## src/rtl/mem_arb_pkg.sv

```systemverilog
// mem_arb_pkg: shared types and defaults for the cacheline memory arbiter.
//   state_t : arbiter FSM states (idle, serving i-cache, serving d-cache)
//   gnt_t   : grant decision produced by the priority picker
//   ADDR_W_DEF / LINE_W_DEF : default address and cacheline widths
package mem_arb_pkg;

   localparam int ADDR_W_DEF = 32;
   localparam int LINE_W_DEF = 256;

   typedef enum logic [1:0] {
      S_IDLE    = 2'd0,
      S_SERVE_I = 2'd1,
      S_SERVE_D = 2'd2
   } state_t;

   typedef enum logic [1:0] {
      GNT_NONE = 2'd0,
      GNT_I    = 2'd1,
      GNT_D    = 2'd2
   } gnt_t;

endpackage

```

## src/rtl/mem_arb_checker.sv

```systemverilog
// mem_arb_checker: simulation assertions for the memory arbiter.
// Ports:
//   clk, rst            : clock and asynchronous active-low reset
//   d_read, d_write     : d-cache request lines (must never both be high)
//   mem_read, mem_write : adaptor command lines (mutually exclusive)
module mem_arb_checker #(
   parameter int STARVE_LIMIT = 2
) (
   input logic clk,
   input logic rst,
   input logic d_read,
   input logic d_write,
   input logic mem_read,
   input logic mem_write
);

   // the d-cache may not request a read and a writeback at once
   a_no_d_rd_wr: assert property (@(posedge clk) disable iff (!rst) !(d_read && d_write));

   // the adaptor is never commanded to read and write together
   a_no_mem_rd_wr: assert property (@(posedge clk) disable iff (!rst) !(mem_read && mem_write));

   // a zero starvation limit would let data outrank demand permanently
   a_limit_sane: assert property (@(posedge clk) disable iff (!rst) (STARVE_LIMIT >= 1));

endmodule

```

## src/rtl/mem_arb_grant.sv

```systemverilog
// mem_arb_grant: combinational priority picker for the memory arbiter.
// Ranking: instruction demand > data access > instruction prefetch.
// When starve is high, a waiting data access outranks instruction demand.
// Ports:
//   i_read, i_prefetch : i-cache request and prefetch qualifier
//   d_req              : d-cache read or writeback pending
//   starve             : data has been bypassed too often
//   gnt                : grant decision (gnt_t encoding)
module mem_arb_grant
   import mem_arb_pkg::*;
(
   input  logic       i_read,
   input  logic       i_prefetch,
   input  logic       d_req,
   input  logic       starve,
   output logic [1:0] gnt
);

   // priority selection among the three request classes
   always_comb begin
      gnt = GNT_NONE;
      if (d_req && starve) begin
         gnt = GNT_D;
      end else if (i_read && !i_prefetch) begin
         gnt = GNT_I;
      end else if (d_req) begin
         gnt = GNT_D;
      end else if (i_read) begin
         gnt = GNT_I;
      end else begin
         gnt = GNT_NONE;
      end
   end

endmodule

```

## src/rtl/mem_arbiter.sv

```systemverilog
// mem_arbiter: arbitrates the shared cacheline memory port between
// i-cache and d-cache misses. Priority: i demand > d access > i prefetch.
// Optional fairness: define MEM_ARB_FAIR_EN to let a data request win after
// STARVE_LIMIT consecutive instruction grants made while data waited.
// Ports:
//   clk, rst                     : clock, asynchronous active-low reset
//   i_read/i_prefetch/i_addr     : i-cache request (held until i_resp)
//   i_resp/i_rdata               : i-cache completion and line
//   d_read/d_write/d_addr/d_wdata: d-cache request (held until d_resp)
//   d_resp/d_rdata               : d-cache completion and line
//   mem_read/mem_write/mem_addr/mem_wdata : registered adaptor command
//   mem_rdata/mem_resp           : adaptor read line and completion
//   arbiter_instr_state          : high while serving the i-cache
module mem_arbiter
   import mem_arb_pkg::*;
#(
   parameter int ADDR_W       = ADDR_W_DEF,
   parameter int LINE_W       = LINE_W_DEF,
   parameter int STARVE_LIMIT = 2
) (
   input  logic              clk,
   input  logic              rst,
   input  logic              i_read,
   input  logic              i_prefetch,
   input  logic [ADDR_W-1:0] i_addr,
   output logic              i_resp,
   output logic [LINE_W-1:0] i_rdata,
   input  logic              d_read,
   input  logic              d_write,
   input  logic [ADDR_W-1:0] d_addr,
   input  logic [LINE_W-1:0] d_wdata,
   output logic              d_resp,
   output logic [LINE_W-1:0] d_rdata,
   output logic              mem_read,
   output logic              mem_write,
   output logic [ADDR_W-1:0] mem_addr,
   output logic [LINE_W-1:0] mem_wdata,
   input  logic [LINE_W-1:0] mem_rdata,
   input  logic              mem_resp,
   output logic              arbiter_instr_state
);

   state_t            state_r;
   logic [1:0]        gnt_s;
   logic              d_req_s;
   logic              starve_s;
   logic              mem_read_r;
   logic              mem_write_r;
   logic [ADDR_W-1:0] mem_addr_r;
   logic [LINE_W-1:0] mem_wdata_r;
   logic              dir_r;
   logic              instr_r;

   assign d_req_s = d_read | d_write;

   mem_arb_grant u_grant (
      .i_read     (i_read),
      .i_prefetch (i_prefetch),
      .d_req      (d_req_s),
      .starve     (starve_s),
      .gnt        (gnt_s)
   );

`ifdef MEM_ARB_FAIR_EN
   localparam int CNT_W = (STARVE_LIMIT < 1) ? 1 : $clog2(STARVE_LIMIT + 1);
   logic [CNT_W-1:0] starve_cnt_r;

   // counts instruction grants that bypassed a waiting data request
   always_ff @(posedge clk or negedge rst) begin
      if (!rst) begin
         starve_cnt_r <= {CNT_W{1'b0}};
      end else if ((state_r == S_IDLE) && (gnt_s == GNT_D)) begin
         starve_cnt_r <= {CNT_W{1'b0}};
      end else if ((state_r == S_IDLE) && (gnt_s == GNT_I) && d_req_s && !starve_s) begin
         starve_cnt_r <= starve_cnt_r + CNT_W'(1);
      end else begin
         starve_cnt_r <= starve_cnt_r;
      end
   end

   assign starve_s = (starve_cnt_r == CNT_W'(STARVE_LIMIT));
`else
   assign starve_s = 1'b0;
`endif

   // arbiter FSM with registered adaptor command and status outputs
   always_ff @(posedge clk or negedge rst) begin
      if (!rst) begin
         state_r     <= S_IDLE;
         mem_read_r  <= 1'b0;
         mem_write_r <= 1'b0;
         mem_addr_r  <= {ADDR_W{1'b0}};
         mem_wdata_r <= {LINE_W{1'b0}};
         dir_r       <= 1'b0;
         instr_r     <= 1'b0;
      end else begin
         case (state_r)
            S_IDLE: begin
               case (gnt_s)
                  GNT_I: begin
                     state_r    <= S_SERVE_I;
                     mem_read_r <= 1'b1;
                     mem_addr_r <= i_addr;
                     instr_r    <= 1'b1;
                  end
                  GNT_D: begin
                     // writeback wins if both d lines are (illegally) high
                     state_r     <= S_SERVE_D;
                     mem_addr_r  <= d_addr;
                     mem_wdata_r <= d_wdata;
                     dir_r       <= d_write;
                     mem_read_r  <= ~d_write;
                     mem_write_r <= d_write;
                  end
                  default: begin
                     state_r <= S_IDLE;
                  end
               endcase
            end
            S_SERVE_I: begin
               if (mem_resp) begin
                  state_r    <= S_IDLE;
                  mem_read_r <= 1'b0;
                  instr_r    <= 1'b0;
               end else begin
                  mem_read_r <= 1'b1;
               end
            end
            S_SERVE_D: begin
               if (mem_resp) begin
                  state_r     <= S_IDLE;
                  mem_read_r  <= 1'b0;
                  mem_write_r <= 1'b0;
               end else begin
                  mem_read_r  <= ~dir_r;
                  mem_write_r <= dir_r;
               end
            end
            default: begin
               state_r     <= S_IDLE;
               mem_read_r  <= 1'b0;
               mem_write_r <= 1'b0;
               instr_r     <= 1'b0;
            end
         endcase
      end
   end

   // completion pulses follow the adaptor response in the same cycle
   assign i_resp  = (state_r == S_SERVE_I) && mem_resp;
   assign d_resp  = (state_r == S_SERVE_D) && mem_resp;
   assign i_rdata = i_resp ? mem_rdata : {LINE_W{1'b0}};
   assign d_rdata = d_resp ? mem_rdata : {LINE_W{1'b0}};

   assign mem_read            = mem_read_r;
   assign mem_write           = mem_write_r;
   assign mem_addr            = mem_addr_r;
   assign mem_wdata           = mem_wdata_r;
   assign arbiter_instr_state = instr_r;

   mem_arb_checker #(
      .STARVE_LIMIT (STARVE_LIMIT)
   ) u_checker (
      .clk       (clk),
      .rst       (rst),
      .d_read    (d_read),
      .d_write   (d_write),
      .mem_read  (mem_read_r),
      .mem_write (mem_write_r)
   );

endmodule

```

## config.mk

```make
export PLATFORM = sky130hd
export DESIGN_NAME = mem_arbiter
export DESIGN_NICKNAME = d
export VERILOG_FILES = /design/src/rtl/mem_arb_pkg.sv /design/src/rtl/mem_arb_checker.sv /design/src/rtl/mem_arb_grant.sv /design/src/rtl/mem_arbiter.sv
export SDC_FILE = /design/constraint.sdc
export NUM_CORES = 1
export LEC_CHECK = 0
export BUFFER_PORTS_ARGS = -buffer_cell sky130_fd_sc_hd__buf_2
export CAP_MARGIN = 20
export CORE_AREA = 2 2 547 549
export DETAILED_ROUTE_END_ITERATION = 10
export DIE_AREA = 0 0 549 551
export GPL_TIMING_DRIVEN = 1
export SYNTH_ARGS = -nofsm -noshare
export SYNTH_HDL_FRONTEND = slang
export SYNTH_SLANG_ARGS = --single-unit
```

## constraint.sdc

```tcl
create_clock -name clk -period 1.52 [get_ports clk]
set_input_delay 0.076 -clock clk [delete_from_list [all_inputs] [get_ports clk]]
set_output_delay 0.076 -clock clk [all_outputs]
set_load 0.005 [all_outputs]
```

* Word level (Yosys, flattened, before mapping) *
Index checks and enable logic that the tools add are counted.
Widths: inputs -> output; s select.

cells by class
  $add $sub $neg = 0
  multiply operators = 0
  div/mod/pow operators = 0
  order comparisons = 0
  eq/ne operators = 9
  shifts and indexed selects = 0
  muxes and demuxes = 19
  bitwise gates (word level) = 5
  reductions and logical operators = 11

operator list
  operator            number
  $mux 256            2
  $pmux 32 s2         1
  $pmux 1 s3          3
  $pmux 2 s2          2
  $mux 1              7
  $mux 2              3
  $ne 2x1->1 const B  3
  $reduce_and 2->1    3
  $eq 2x1->1 const B  2
  $eq 2x2->1 const B  2
  $not 1->1           4
  $logic_and 1x1->1   3
  $ne 3x1->1 const B  1
  $reduce_and 3->1    1
  $logic_not 2->1     1
  $ne 2x2->1 const B  1
  $pmux 1 s2          1
  $reduce_bool 2->1   1
  $reduce_or 2->1     1
  $logic_not 1->1     1
  $or 1x1->1          1

word-level totals
  bits in registers = 294
  latch bits = 0
  bits in writable memories = 0
  memory bits (read-only) = 0
  input bits = 583
  output and inout port bits = 805
  word-level logic and storage cells = 51
  memories kept = 0

* Logic depth before layout (Yosys ltp) *
Gate-level depths: netlist of the first run.

  word-level depth = 6
  depth in mapped cells = 9
  depth with buffers taken out = 7

* Cells and area by module *
From an unflattened synthesis of the first run, not the netlist that was laid out.

unflattened totals
  cell total of the unflattened synthesis = 1360
  area, all modules = 15044.4 µm²

by module, submodules not included
  module         instances  cells each  area each (µm²)  seq. area each (µm²)
  mem_arbiter    1          1356        15021.9          7357.1
  mem_arb_grant  1          4           22.5             0.0

* Worst setup path before layout of the first run *
Ideal clock, no wire load.

  kind = input -> register
  start = in i_read
  end = reg mem_wdata_r[100], in the netlist mem_wdata[100]
  setup time = 127 ps
  data arrival time = 1470 ps
  required time = 1393 ps
  slack = -77 ps
  stages = 9
  buffers on the path = 3
  cells stage by stage = inv_1 -> o22ai_1 -> nand2_1 -> ha_1 -> buf_6 -> nand2_4 -> buf_6 -> buf_6 -> mux2_1

on the way
  cells in the longest elaborated chain, start to end = 5
  elaborated cells between the ends (all ways) = 6
  classes of those cells = eq/ne (1); mux (3); reduce/logical (2)

ends and longest elaborated chain
  item                                   RTL line             RTL
  from (decl)                            mem_arbiter.sv:23    input logic i_read,
  $mux 1                                 mem_arb_grant.sv:28  end else if (i_read) begin
  $mux 2                                 mem_arb_grant.sv:26  end else if (d_req) begin
  $mux 2 (*)                             mem_arb_grant.sv:24  end else if (i_read && !i_prefetch) begin
  $eq 2x2->1 (*)                         mem_arbiter.sv:99    case (gnt_s)
  $reduce_and 2->1 (no source line) (*)  -
  to (signal assigned)                   mem_arbiter.sv:93    mem_wdata_r <= {LINE_W{1'b0}};
  to (signal assigned)                   mem_arbiter.sv:110   mem_wdata_r <= d_wdata;
  to (decl)                              mem_arbiter.sv:50    logic [LINE_W-1:0] mem_wdata_r;

Every way passes the cells marked *; elsewhere a longest branch is shown, timed or not.
A chain may end at the register's enable or synchronous reset.

* Worst setup path after layout of the first run *
  start = reg state_r[1]
  end = out i_rdata[167]

on the way
  cells in the longest elaborated chain, start to end = 3

ends and longest elaborated chain
  item                    RTL line            RTL
  from (decl)             mem_arbiter.sv:43   state_t state_r;
  from (signal assigned)  mem_arbiter.sv:89   state_r <= S_IDLE;
  from (signal assigned)  mem_arbiter.sv:101  state_r <= S_SERVE_I;
  from (signal assigned)  mem_arbiter.sv:108  state_r <= S_SERVE_D;
  $eq 2x1->1              mem_arbiter.sv:150  assign i_resp = (state_r == S_SERVE_I) && mem_resp;
  $logic_and 1x1->1       mem_arbiter.sv:150
  $mux 256                mem_arbiter.sv:152  assign i_rdata = i_resp ? mem_rdata : {LINE_W{1'b0}};
  to (decl)               mem_arbiter.sv:27   output logic [LINE_W-1:0] i_rdata,

No other way between the ends.

==> results of run 1 <==
-- metrics by stage --
step	area (um2)	power (mW)
2_1_floorplan	15200	18.8
3_3_place_gp	28100	34.9
3_5_place_dp	28100	34.9
4_1_cts	33200	46.7
5_1_grt	35800	51.1
6_report	35800	48.0
-- worst max-delay path: stages, from the launching register on --
cell and delay [ps]:
dfrtp_1 400, inv_2 80, buf_6 90, ha_4 130, buf_12 160, buf_12 180, clkbuf_16 210, and3_1 180
buf_6 150
-- synthesized netlist by cell type --
cell         n
o32a_1       1
dfrtp_1    294
nand2b_1     2
or3b_1       1
and3_1     512
mux2_2      57
nor3b_1      1
mux2i_1     32
nor2_1       1
o21ai_0     34
and2_1       3
o22ai_1      1
ha_1         7
a221oi_1     1
nand3b_1     1
buf_6       26
nand2_4      1
inv_1        5
nand2_1     38
nor2b_1      3
o21bai_1     1
a2bb2oi_1    1
buf_2       13
mux2_1     200
buf_4        2
a21oi_1      2
clkbuf_1   114
-- metal layers --
metal,up-vias,wire length (um),GRT usage [%],part of all wire (%)
li1,8500,-,-,-
met1,10200,83100,14.8,37
met2,1614,93000,19.8,41
met3,447,38800,10.3,17
met4,38,9720,5.52,4.3
met5,-,521,0.657,0.23
-- cell type report --
class	instances	area share (%)
timing repair buffer	1881	40.2
multi-input combinational	900	21.3
sequential	294	20.5
tap	3939	13.8
clock buffer	50	2.88
antenna	107	0.748
clock inverter	13	0.472
inverter	5	0.0524
-- power groups by stage --
stage	registers, mW	logic [mW]	clock network [mW]
finish	13.6	25.4	9.11
global route	13.9	27.5	9.62
floorplan	13.3	5.43	0
global placement	13.5	21.4	0
detailed placement	13.5	21.4	0
CTS	13.5	23.7	9.41
-- how the worst max path moves through the flow --
| stage | from | to | slack (ps) | depth (start not counted) |
|---|---|---|---|---|
| 2_1_floorplan | state_r[1] | mem_wdata[100] | 3 | 7 |
| 3_3_place_gp | i_prefetch | mem_addr[25] | -570 | 10 |
| 3_5_place_dp | i_read | mem_wdata[159] | -550 | 11 |
| 4_1_cts | state_r[1] | i_rdata[132] | -810 | 8 |
| 5_1_grt | state_r[1] | i_rdata[210] | -880 | 9 |
| 6_report | state_r[1] | i_rdata[167] | -800 | 8 |
-- repair_timing --
| action | in CTS | in global routing |
|---|---|---|
| hold buffers | 323 | 0 |
| gates cloned | 10 | 37 |
| endpoints found under the setup margin | 784 | 806 |
| pin swaps | 1 | 0 |
| buffers inserted | 4 | 22 |
| gates resized for setup | 119 | 378 |
| hold endpoints to repair | 584 | 0 |
-- registers in the layout, indices dropped and copies added, names as in the netlist --
signal / flops
dir_r: 1
mem_addr: 32
arbiter_instr_state: 1
mem_wdata: 256
mem_read: 1
state_r: 2
mem_write: 1
-- kinds of logic after synthesis --
group	count (synthesis)	synth area share (%)
and+or+nand+nor	563	22.7
buffers and inverters	160	5.41
DFF	294	48.6
AOI/OAI and AO/OA	41	1.46
muxes	289	21.2
adders and majority gates	7	0.579
==> metrics, run 1 <==
outcome=complete, but fails checks; violated checks=negative setup slack; P_int=around 26 mW; Setup CP Type=register to primary output; unrepaired setup endpoints after global routing=true; first-pass GRT wire length=between 200000 and 300000 um; CTS clk-pin slew, worst paths=~60 ps; Post-Syn Nets=1944; #FFs+latches synth=between 200 and 300; CTS max path bufs=3; largest net degree at the start of global routing=124; Crit path required time=approximately 1400 ps; HP Start=d_write; final worst path period share=152%; Die Area=0.302 mm2; count of warnings emitted by yosys=0; Final Core Density=approximately an eighth; P&R area growth vs syn=137%; most common cell after layout, fill and taps aside=buf_2; CTS tree=built; cts bufs inserted=35; syn_area_per_cell=between 10 and 15 um2; share of cells above drive strength 1=57.6%; Die Ht=between 500 and 600 um; Sequential cell area=0.00736 mm2; port bufs=1387; PnR worst setup slack=-796 ps; global-route usage over all layers=13.7%; Worst VDD drop=approximately 1 mV; GRT overflow=0; PwrDens=between 1000 and 1500 mW/mm2; placer congestion estimate=1.04; CP max FO=12; DR iter-0 viols=1720; Synth cell types=27; leakage=roughly 17 nW; CP startpoint kind=register; core area=just under 0.3 mm2; Worst-Margin Slew=around 430 ps; max_slew headroom=71.4%; post-DR wirelength/cell=between 30 and 40 um; DRC viols=0; Yosys top cell by area=dfrtp_1; R2R Path End=mem_wdata[74]; vias in the first global route=about 20000; CTS Sinks=between 200 and 300; Row Count=200; R2R cell count=6; number of vias per cell=a little under 3; worst r2r src=state_r[1]; post-synthesis cell area=0.0151 mm2; dpl ws=-546 ps; Final ANT Viol Nets=0; NetSw=roughly 22 mW; endpoints failing hold=0; DIE WIDTH=roughly 550 um; clk_lat worst skew=between 600 and 700 ps; crit path time final=2320 ps; Clock Tree Root=clkbuf_16; initial antenna violation count=roughly 170; Worst Hold End=state_r[0]; Filler Cells Inserted=between 30000 and 40000; area used by multi-input combinational logic=about 0.0076 mm2; Ports=between 1000 and 1500; final wirelength=~230000 um; sw frac=44.9%; R2R setup slack=-330 ps; Hold WS=roughly 200 ps; Max Cap Viol=0; Max Freq=around 0.43 GHz; Final setup viols=between 800 and 900; Clock Power Share=19.0%; Total Negative Setup Slacks=-415500 ps; Combinational Power Share=approximately 53%; Gate Count Post-Synth=~1400; Seq/Total Area, Yosys=between 40% and 50%; Initial Util=under 10%; drt pass-1 iters=7; vias=between 20000 and 25000; count of pins over their slew limit=0; crit path DAT=between 2000 and 2500 ps; dpl cells=around 6600; filler-free cell count of the finished design=7189; Setup crit end kind=primary output; Sequential Power Share=28.2%; Detailed Place HPWL=roughly 190000 um; synth top area cells=dfrtp_1, and3_1, mux2_1; CTS H-tree lvls=2; nets=roughly 3700; Hold Crit Depth=6; most frequent cells in the layout=buf_2, and3_1, dlygate4sd3_1; Hold/Removal Path Class=input pin to register; share of the synthesized area in the top cell type=about 50%; final setup skew=about 39 ps
Note: power is estimated with default switching activity, not from simulation.
==> inputs of run 2 (changes only) <==
--- a/config.mk
+++ b/config.mk
@@ -7,9 +7,9 @@
 export LEC_CHECK = 0
 export BUFFER_PORTS_ARGS = -buffer_cell sky130_fd_sc_hd__buf_2
 export CAP_MARGIN = 20
-export CORE_AREA = 2 2 547 549
+export CORE_AREA = 5 5 536 538
 export DETAILED_ROUTE_END_ITERATION = 10
-export DIE_AREA = 0 0 549 551
+export DIE_AREA = 0 0 541 543
 export GPL_TIMING_DRIVEN = 1
 export SYNTH_ARGS = -nofsm -noshare
 export SYNTH_HDL_FRONTEND = slang
==> constraint.sdc (replaced) <==
create_clock -name clk -period 2.4 [get_ports clk]
set_input_delay 0.12 -clock clk [delete_from_list [all_inputs] [get_ports clk]]
set_output_delay 0.12 -clock clk [all_outputs]
set_load 0.005 [all_outputs]
==> run 2 against run 1 <==
Compared with the run above:
- the flow now finishes without violations
- clock power fell by 40%
- count of clock-buffer cells in the layout unchanged
- global-route usage increased by 0.60 points
- total power down 43%
- core utilization down 0.64 points
- hold slack lost 150 ps
- sequential share of layout area is 2.3 points higher
- critical endpoint is now d_rdata[43]
- clock skew is 5.6 ps lower
==> metrics, run 2 (synthesized netlist as in run 1, its figures left out) <==
placer congestion estimate=between 0.9 and 1; final setup skew=around 33 ps; GRT overflow=0; count of pins over their slew limit=0; cts bufs inserted=34; CTS Sinks=between 200 and 300; drt pass-1 iters=5; Worst-Margin Slew=roughly 560 ps; NetSw=~12 mW; area used by multi-input combinational logic=around 0.007 mm2; crit path time final=~2300 ps; Filler Cells Inserted=roughly 32000; post-route cell area=~0.032 mm2; global-route usage over all layers=between 10 and 15%; core area=0.282 mm2; Cell Chain, Critical Path=inv_2 -> ha_4 -> buf_12 -> buf_8 -> and3_1 -> buf_2; endpoints failing hold=0; Clock Tree Root=clkbuf_16; filler-free cell count of the finished design=6908; Area after DPL=0.0271 mm2; Sequential Power Share=between 30% and 40%; clk_lat worst skew=approximately 590 ps; Combinational Power Share=49.3%; most frequent cells in the layout=buf_2, and3_1, dlygate4sd3_1; Detailed Place HPWL=198000 um; number of vias per cell=~2.9; DRC viols=0; initial antenna violation count=between 150 and 200; Max stage delay on crit path=between 400 and 500 ps; Initial Util=under 10%; Setup CP Type=register to primary output; CTS max path bufs=3; Power Total=between 20 and 30 mW; post-DR wirelength/cell=~32 um; port bufs=~1400; outcome=finished, final reports clean; Final Core Density=between 10% and 20%; dpl cells=6397; DIE WIDTH=~540 um; WP buf/inv=4; Sequential cell area=approximately 0.0074 mm2; Die Ht=543 um; Final setup viols=0; Ports=1388; PwrDens=about 850 mW/mm2; vias=around 20000; nets=3615; final wirelength=roughly 220000 um; leakage=around 17 nW; crit path DAT=2210 ps; Max Freq=~0.43 GHz; crit-path leading delay family=buffers and inverters; Crit-path slowest cell=dfrtp_2; CTS tree=built; final worst path period share=97.2%; unrepaired setup endpoints after global routing=true; PnR worst setup slack=66.5 ps; largest net degree at the start of global routing=77; DR iter-0 viols=about 1700; max_slew headroom=between 60 and 70%; Setup crit end kind=primary output; CP startpoint kind=register; CTS H-tree lvls=2; Crit path required time=2280 ps; sw frac=roughly 44%; most common cell after layout, fill and taps aside=buf_2; Hold/Removal Path Class=input pin to register; vias in the first global route=between 15000 and 20000; Row Count=slightly below 200; first-pass GRT wire length=about 260000 um; dpl ws=about 220 ps; Die Area=around 0.29 mm2; Clock Power Share=about 20%; P_int=15.3 mW; CTS clk-pin slew, worst paths=70 ps; share of cells above drive strength 1=roughly 53%; Max Cap Viol=0; CP max FO=23; P&R area growth vs syn=113%; Largest register FFs=256; Worst VDD drop=around 0.60 mV; Final ANT Viol Nets=0
## run 2: changes by cell type in the layout (fill, tap and decap cells not counted), moves of 13 or more
| cell | before | now |
|---|---|---|
| buf_2 | 1193 | 1333 |
| buf_6 | 123 | 4 |
| and3_4 | 126 | 19 |
| and3_1 | 385 | 490 |
| buf_12 | 91 | 43 |
| clkbuf_16 | 60 | 35 |
| buf_4 | 88 | 72 |
| buf_8 | 19 | 6 |
## run 2: area by class of cell
type | count | area share, %
flip-flops and latches | 294 | 22.8
repair buffers | 1790 | 36.1
inverters | 5 | 0.0582
well taps | 3743 | 14.5
clock inverters | 10 | 0.470
multi-input cells | 900 | 22.0
clock buffers | 50 | 3.07
diodes | 116 | 0.900
## run 2: power by group through the flow
stage               registers, mW  logic (mW)  clock network (mW)
finish                       8.42        13.5                5.44
global route                 8.65        14.8                5.78
CTS                          8.37        13.7                5.65
detailed placement           8.39        12.7                   0
global placement             8.33        12.7                   0
floorplan                    8.44        3.41                   0
## run 2: layer usage
layer	up-vias	global-route usage (%)	part of all wire, %
met5	-	0.690	0.26
met4	42	4.98	4.0
met3	405	9.53	16
met2	1551	21.3	42
met1	9678	16.1	38
li1	8307	-	-
## run 2: worst paths after layout
| kind | start | end | slack [ps] | depth (start not counted) |
|---|---|---|---|---|
| max | state_r[0] | d_rdata[43] | 70 | 6 |
| min | d_write | mem_write | 60 | 4 |
| max reg2reg | state_r[1] | mem_wdata[117] | 430 | 6 |
| min reg2reg | mem_wdata[133] | mem_wdata[133] | 480 | 1 |
| max in group asynchronous | rst | mem_wdata[217] | 1460 | 3 |
| min in group asynchronous | rst | mem_wdata[2] | 100 | 2 |
## run 2: per-stage QoR
step / TNS, ps / hold slack [ps]
after floorplan: 0 / -176
after global placement: 0 / 37.5
after detailed placement: 0 / 41.2
after CTS: 0 / 16.2
after global routing: -3.06 / 74.8
final: 0 / 57.8
## run 2: repair_timing
action / 4_1_cts / 5_1_grt
hold endpoints to repair: 584 / 0
pin swaps: 1 / 1
cloned: 4 / 1
buffers inserted: 5 / 2
setup endpoints to repair: 169 / 26
hold buffers: 323 / 0
resized for setup: 71 / 8
## run 2: worst min-delay path, cell delays in order
cell,delay (ps)
buf_2,120
nand2b_1,100
a21oi_1,60
a2bb2oi_1,150
